$ cat src/rtl/imem_loader.sv
// Byte-stream program loader: receives a framed stream (base address, length,
// payload, checksum) over valid/ready and writes each payload byte to memory.
module imem_loader #(
  parameter int unsigned ADDR_W  = 8,
  parameter int unsigned TIMEOUT = 255
) (
  input  logic              clk,
  input  logic              rst,
  input  logic              start,
  input  logic              in_valid,
  input  logic [7:0]        in_data,
  output logic              in_ready,
  output logic              mem_we,
  output logic [ADDR_W-1:0] mem_waddr,
  output logic [7:0]        mem_wdata,
  output logic              busy,
  output logic              done,
  output logic              error,
  output logic [7:0]        byte_count
);

  localparam int unsigned TIMER_W = (TIMEOUT < 2) ? 1 : $clog2(TIMEOUT + 1);

  localparam logic [2:0] S_IDLE = 3'd0;
  localparam logic [2:0] S_ADDR = 3'd1;
  localparam logic [2:0] S_LEN  = 3'd2;
  localparam logic [2:0] S_DATA = 3'd3;
  localparam logic [2:0] S_CSUM = 3'd4;
  localparam logic [2:0] S_DONE = 3'd5;
  localparam logic [2:0] S_ERR  = 3'd6;

  logic [2:0]         state, state_n;
  logic [ADDR_W-1:0]  addr, addr_n;
  logic [7:0]         len, len_n;
  logic [7:0]         sum, sum_n;
  logic [TIMER_W-1:0] timer, timer_n;
  logic [7:0]         cnt_n;
  logic               done_n, error_n, busy_n;
  logic               we_n;
  logic [ADDR_W-1:0]  waddr_n;
  logic [7:0]         wdata_n;
  logic               xfer;

  // busy is a decoded copy of the state register, so in_ready has no input path
  assign in_ready = busy;
  assign xfer     = busy && in_valid;

  // State register and all registered outputs; reset aborts any frame at once
  always_ff @(posedge clk or posedge rst) begin
    if (rst) begin
      state      <= S_IDLE;
      addr       <= '0;
      len        <= '0;
      sum        <= '0;
      timer      <= '0;
      byte_count <= '0;
      done       <= 1'b0;
      error      <= 1'b0;
      busy       <= 1'b0;
      mem_we     <= 1'b0;
      mem_waddr  <= '0;
      mem_wdata  <= '0;
    end else begin
      state      <= state_n;
      addr       <= addr_n;
      len        <= len_n;
      sum        <= sum_n;
      timer      <= timer_n;
      byte_count <= cnt_n;
      done       <= done_n;
      error      <= error_n;
      busy       <= busy_n;
      mem_we     <= we_n;
      mem_waddr  <= waddr_n;
      mem_wdata  <= wdata_n;
    end
  end

  // Next-state, stall timer, checksum and memory write decode
  always_comb begin
    state_n = state;
    addr_n  = addr;
    len_n   = len;
    sum_n   = sum;
    timer_n = timer;
    cnt_n   = byte_count;
    done_n  = done;
    error_n = error;
    we_n    = 1'b0;
    waddr_n = mem_waddr;
    wdata_n = mem_wdata;

    // Stall watchdog: any accepted byte restarts it; TIMEOUT of zero disables it
    if (busy) begin
      if (in_valid) begin
        timer_n = '0;
      end else if ((TIMEOUT != 0) && ((32'(timer) + 32'd1) == TIMEOUT)) begin
        state_n = S_ERR;
        error_n = 1'b1;
      end else begin
        timer_n = timer + TIMER_W'(1);
      end
    end

    case (state)
      S_IDLE, S_DONE, S_ERR: begin
        if (start) begin
          state_n = S_ADDR;
          done_n  = 1'b0;
          error_n = 1'b0;
          cnt_n   = '0;
          sum_n   = '0;
          timer_n = '0;
        end
      end
      S_ADDR: begin
        if (xfer) begin
          addr_n  = ADDR_W'(in_data);
          sum_n   = in_data;
          state_n = S_LEN;
        end
      end
      S_LEN: begin
        if (xfer) begin
          len_n   = in_data;
          sum_n   = sum + in_data;
          state_n = (in_data != 8'd0) ? S_DATA : S_CSUM;
        end
      end
      S_DATA: begin
        if (xfer) begin
          we_n    = 1'b1;
          waddr_n = addr;
          wdata_n = in_data;
          addr_n  = addr + ADDR_W'(1);
          cnt_n   = byte_count + 8'd1;
          sum_n   = sum + in_data;
          if ((byte_count + 8'd1) == len) begin
            state_n = S_CSUM;
          end
        end
      end
      S_CSUM: begin
        if (xfer) begin
          if (8'(sum + in_data) == 8'd0) begin
            state_n = S_DONE;
            done_n  = 1'b1;
          end else begin
            state_n = S_ERR;
            error_n = 1'b1;
          end
        end
      end
      default: state_n = S_IDLE;
    endcase

    busy_n = (state_n == S_ADDR) || (state_n == S_LEN) ||
             (state_n == S_DATA) || (state_n == S_CSUM);
  end

endmodule

$ cat config.mk
export PLATFORM = sky130hd
export DESIGN_NAME = imem_loader
export DESIGN_NICKNAME = d
export VERILOG_FILES = /design/src/rtl/imem_loader.sv
export SDC_FILE = /design/constraint.sdc
export NUM_CORES = 1
export LEC_CHECK = 0
export ABC_AREA = 0
export BUFFER_PORTS_ARGS = -buffer_cell sky130_fd_sc_hd__buf_4
export CAP_MARGIN = 20
export CORE_UTILIZATION = 23
export DETAILED_ROUTE_END_ITERATION = 10
export SYNTH_ARGS = -nofsm -noshare
export SYNTH_HDL_FRONTEND = slang
export SYNTH_SLANG_ARGS = --single-unit
$ cat constraint.sdc
create_clock -name clk -period 3.31 [get_ports clk]
set_clock_uncertainty 0.15 [all_clocks]
set_input_delay 0.1655 -clock clk [delete_from_list [all_inputs] [get_ports clk]]
set_output_delay 0.1655 -clock clk [all_outputs]
set_load 0.02 [all_outputs]
==> impl_metrics.env <==
export IMPL_status="finished clean"
export IMPL_cts_root_buf="clkbuf_16"
export IMPL_antenna_found_initial=0
export IMPL_synth_top_family_by_area="simple AND/OR/NAND/NOR gates"
export IMPL_clk_latency_ns=0.34
export IMPL_syn_area_per_cell_sq_um=8.51
export IMPL_critPathKind="in2reg"
export IMPL_grt_util_met3_pct=3.18
export IMPL_yosysSeqAreaShare_pct=41.5
export IMPL_drt_first_pass_iters=4
export IMPL_ys_warnings_count=0
export IMPL_fin_crit_sh_pct=91.1
export IMPL_syn_inst=447
export IMPL_place_gp_congestion=0.825
export IMPL_synth_fa_ha_area_share_pct=4.15
export IMPL_finalMaxSlewViolations=0
export IMPL_tns_ns=0
export IMPL_yosys_area_share_simple_pct=24.9
export IMPL_placed_area_sq_mm=0.00430
export IMPL_nets=519
export IMPL_drive_gt1_share_pct=16.6
export IMPL_drt_wl_total_microns=9960
export IMPL_clkSinkCount=63
export IMPL_yosysTopAreaCell="dfrtp_1"
export IMPL_synth_compound_gate_area_share_pct=18.9
export IMPL_met2_usage_pct=19.5
export IMPL_syn_nets=471
export IMPL_async_flop_share_pct=100
export IMPL_critPathMaxFanout=6
export IMPL_vias_per_cell=4.79
export IMPL_worst_ep_arrival_time_ns=3.07
export IMPL_irDropWorstVdd_v=0.000277
export IMPL_fmax_mhz=332
export IMPL_rows=46
export IMPL_ys_seq_elements=63
export IMPL_yosysUniqueCellTypes=64
export IMPL_powerDensity_mw_per_mm2=861
export IMPL_hold_class="in2reg"
export IMPL_n_antenna_cell=0
export IMPL_critPathRequiredTime_ns=3.37
export IMPL_cts_made_buffers=9
export IMPL_ctsResizeCount=0
export IMPL_startpoint_type="primary input"
export IMPL_path_clk_slew_ns=0.05
export IMPL_dp_hpwl_microns=6930
export IMPL_met1_usage_pct=15.9
export IMPL_chipWidth_microns=131
export IMPL_drt_initial_drc_count=236
export IMPL_design_area_sq_mm=0.00471
export IMPL_hold_viol_final=0
export IMPL_die_height_microns=131
export IMPL_start_util_pct=23.8
export IMPL_rsz0062_at_grt="no"
export IMPL_synth_edf_count=0
export IMPL_muxShareOfSynthArea_pct=2.34
export IMPL_grtUsageTotal_pct=12.4
export IMPL_wl_per_cell_microns=13.9
export IMPL_leakage_uw=0.00210
export IMPL_area_growth_pct=23.8
export IMPL_yosysMostFrequentCell="nand2_1"
export IMPL_drc=0
export IMPL_max_slew_margin_pct=58.1
export IMPL_fillers=1694
export IMPL_final_antenna_net_count=0
export IMPL_dr_total_vias=3427
export IMPL_core_sq_mm=0.0160
export IMPL_io_pins=41
export IMPL_cts_max_path_buffers=2
export IMPL_grt_max_degree=38
export IMPL_htree_levels=3
export IMPL_synthXorXnorAreaFrac_pct=3.46
export IMPL_cts_tree="yes"
export IMPL_cp_end_kind="flop"
export IMPL_grt_pass1_vias=3249
export IMPL_globalRoute_busiestLayer="met2"
export IMPL_fp_dieArea_sq_mm=0.0170
export IMPL_cts_setup_buffers=0
export IMPL_tightest_slew_ns=0.626
export IMPL_synthTopCellsByArea="dfrtp_1 41%, nand2_1 9.6%, o21ai_0 5.1%"
export IMPL_synth_common_cells="97 x nand2_1, 63 x dfrtp_1, 39 x o21ai_0, 36 x nor2_1, 30 x a21oi_1"
export IMPL_cap_violations=0
export IMPL_finalSetupViolCount=0
export IMPL_grt_pass1_wl_microns=16200
export IMPL_grt_ovfl_total=0
export IMPL_synthFlopType="dfrtp_1"
export IMPL_io_buffers=40
export IMPL_syn_area_sq_mm=0.00380
export IMPL_synth_top_area_share_pct=41.5
export IMPL_layout_min_cycle_time_ns=3.01
-- timing repair --
action,in CTS,in global routing
endpoints found under the hold margin,40,0
hold buffers,8,0
setup endpoints to repair,0,0
-- cells in the final DEF, fill, tap and decap left out, types with 5 or more instances in the layout --
master          n
and3_1          6
nand3_1        11
o21ai_0        39
xor2_1          5
ha_1           11
clkbuf_16       9
nor2_1         36
xnor2_1        10
dlygate4sd3_1   8
buf_4          48
nand2_1        97
nor2b_1         5
dfrtp_1        63
a21oi_1        30
mux2_2          7
o21a_1          6
a22o_1          7
inv_1          13
nor3_1         15
-- worst max-delay path: stages --
cell and delay (ns):
dlygate4sd3_1 0.54, buf_4 0.15, ha_1 0.18, inv_1 0.06
fa_1 0.39, nor2b_1 0.14, o21a_1 0.17, o21a_1 0.15
nor2_1 0.06, or4_1 0.41, nor4_1 0.36, buf_4 0.21
o21ai_0 0.09
-- metrics by stage --
step                      hold WS, ns  std cells  worst slack, ns  power (uW)  util (%)
after global routing           0.0988        716            0.215        4330      29.4
after detailed placement        0.121        692            0.505        2990      26.9
after global placement          0.116        692            0.566        2930      26.9
after CTS                      0.0624        716            0.334        4080      29.4
final                          0.0702        716            0.296        4050      29.4
after floorplan                 0.121        447            0.646        2500         -
-- final timing paths --
check                                         start                       end  slack (ns)  cells past startpoint
setup / recovery                         in_data[0]           error$_DFF_PP0_        0.30                     13
hold / removal                             in_valid        timer[7]$_DFF_PP0_        0.07                      4
setup reg to reg                 sum[0]$_DFFE_PP0P_           error$_DFF_PP0_        0.44                     11
hold reg to reg            mem_waddr[2]$_DFFE_PP0P_  mem_waddr[2]$_DFFE_PP0P_        0.33                      2
max in group asynchronous                       rst  mem_wdata[2]$_DFFE_PP0P_        1.78                      4
min in group asynchronous                       rst  mem_waddr[7]$_DFFE_PP0P_        0.29                      3
-- power by group --
group,switching (uW),leakage (uW),total [uW],internal [uW]
Combinational,959,0.00115,1670,707
Sequential,282,0.000798,1330,1050
Clock,390,0.000157,1060,670
-- state kept, by name, indices dropped and copies added, names as in the netlist --
name	cells
addr	8
busy	1
byte_count	8
done	1
error	1
len	8
mem_waddr	8
mem_wdata	8
mem_we	1
state	3
sum	8
timer	8
-- cell type report --
cell class / instances / area, sq um / area share (%)
clock buffer: 9 / 225 / 4.78
clock inverter: 7 / 103 / 2.18
inverter: 14 / 52.6 / 1.12
multi-input combinational: 351 / 2040 / 43.3
sequential: 63 / 1580 / 33.5
tap: 216 / 270 / 5.74
timing repair buffer: 56 / 440 / 9.35
-- logic make-up after synthesis --
kind of cell	Yosys count
multiplexers	8
buffers and inverters	33
flip-flops	63
adder cells (fa/ha/maj)	12
AND/OR/NAND/NOR	202
AO/OA/AOI/OAI	114
XOR/XNOR	15
-- per-layer routing --
| layer | vias to the layer above | part of all wire [%] |
|---|---|---|
| li1 | 1679 | - |
| met1 | 1665 | 47 |
| met2 | 67 | 47 |
| met3 | 16 | 3.8 |
| met4 | 0 | 1.8 |
| met5 | - | 0 |
No activity file was read; power rests on OpenSTA's default activity.
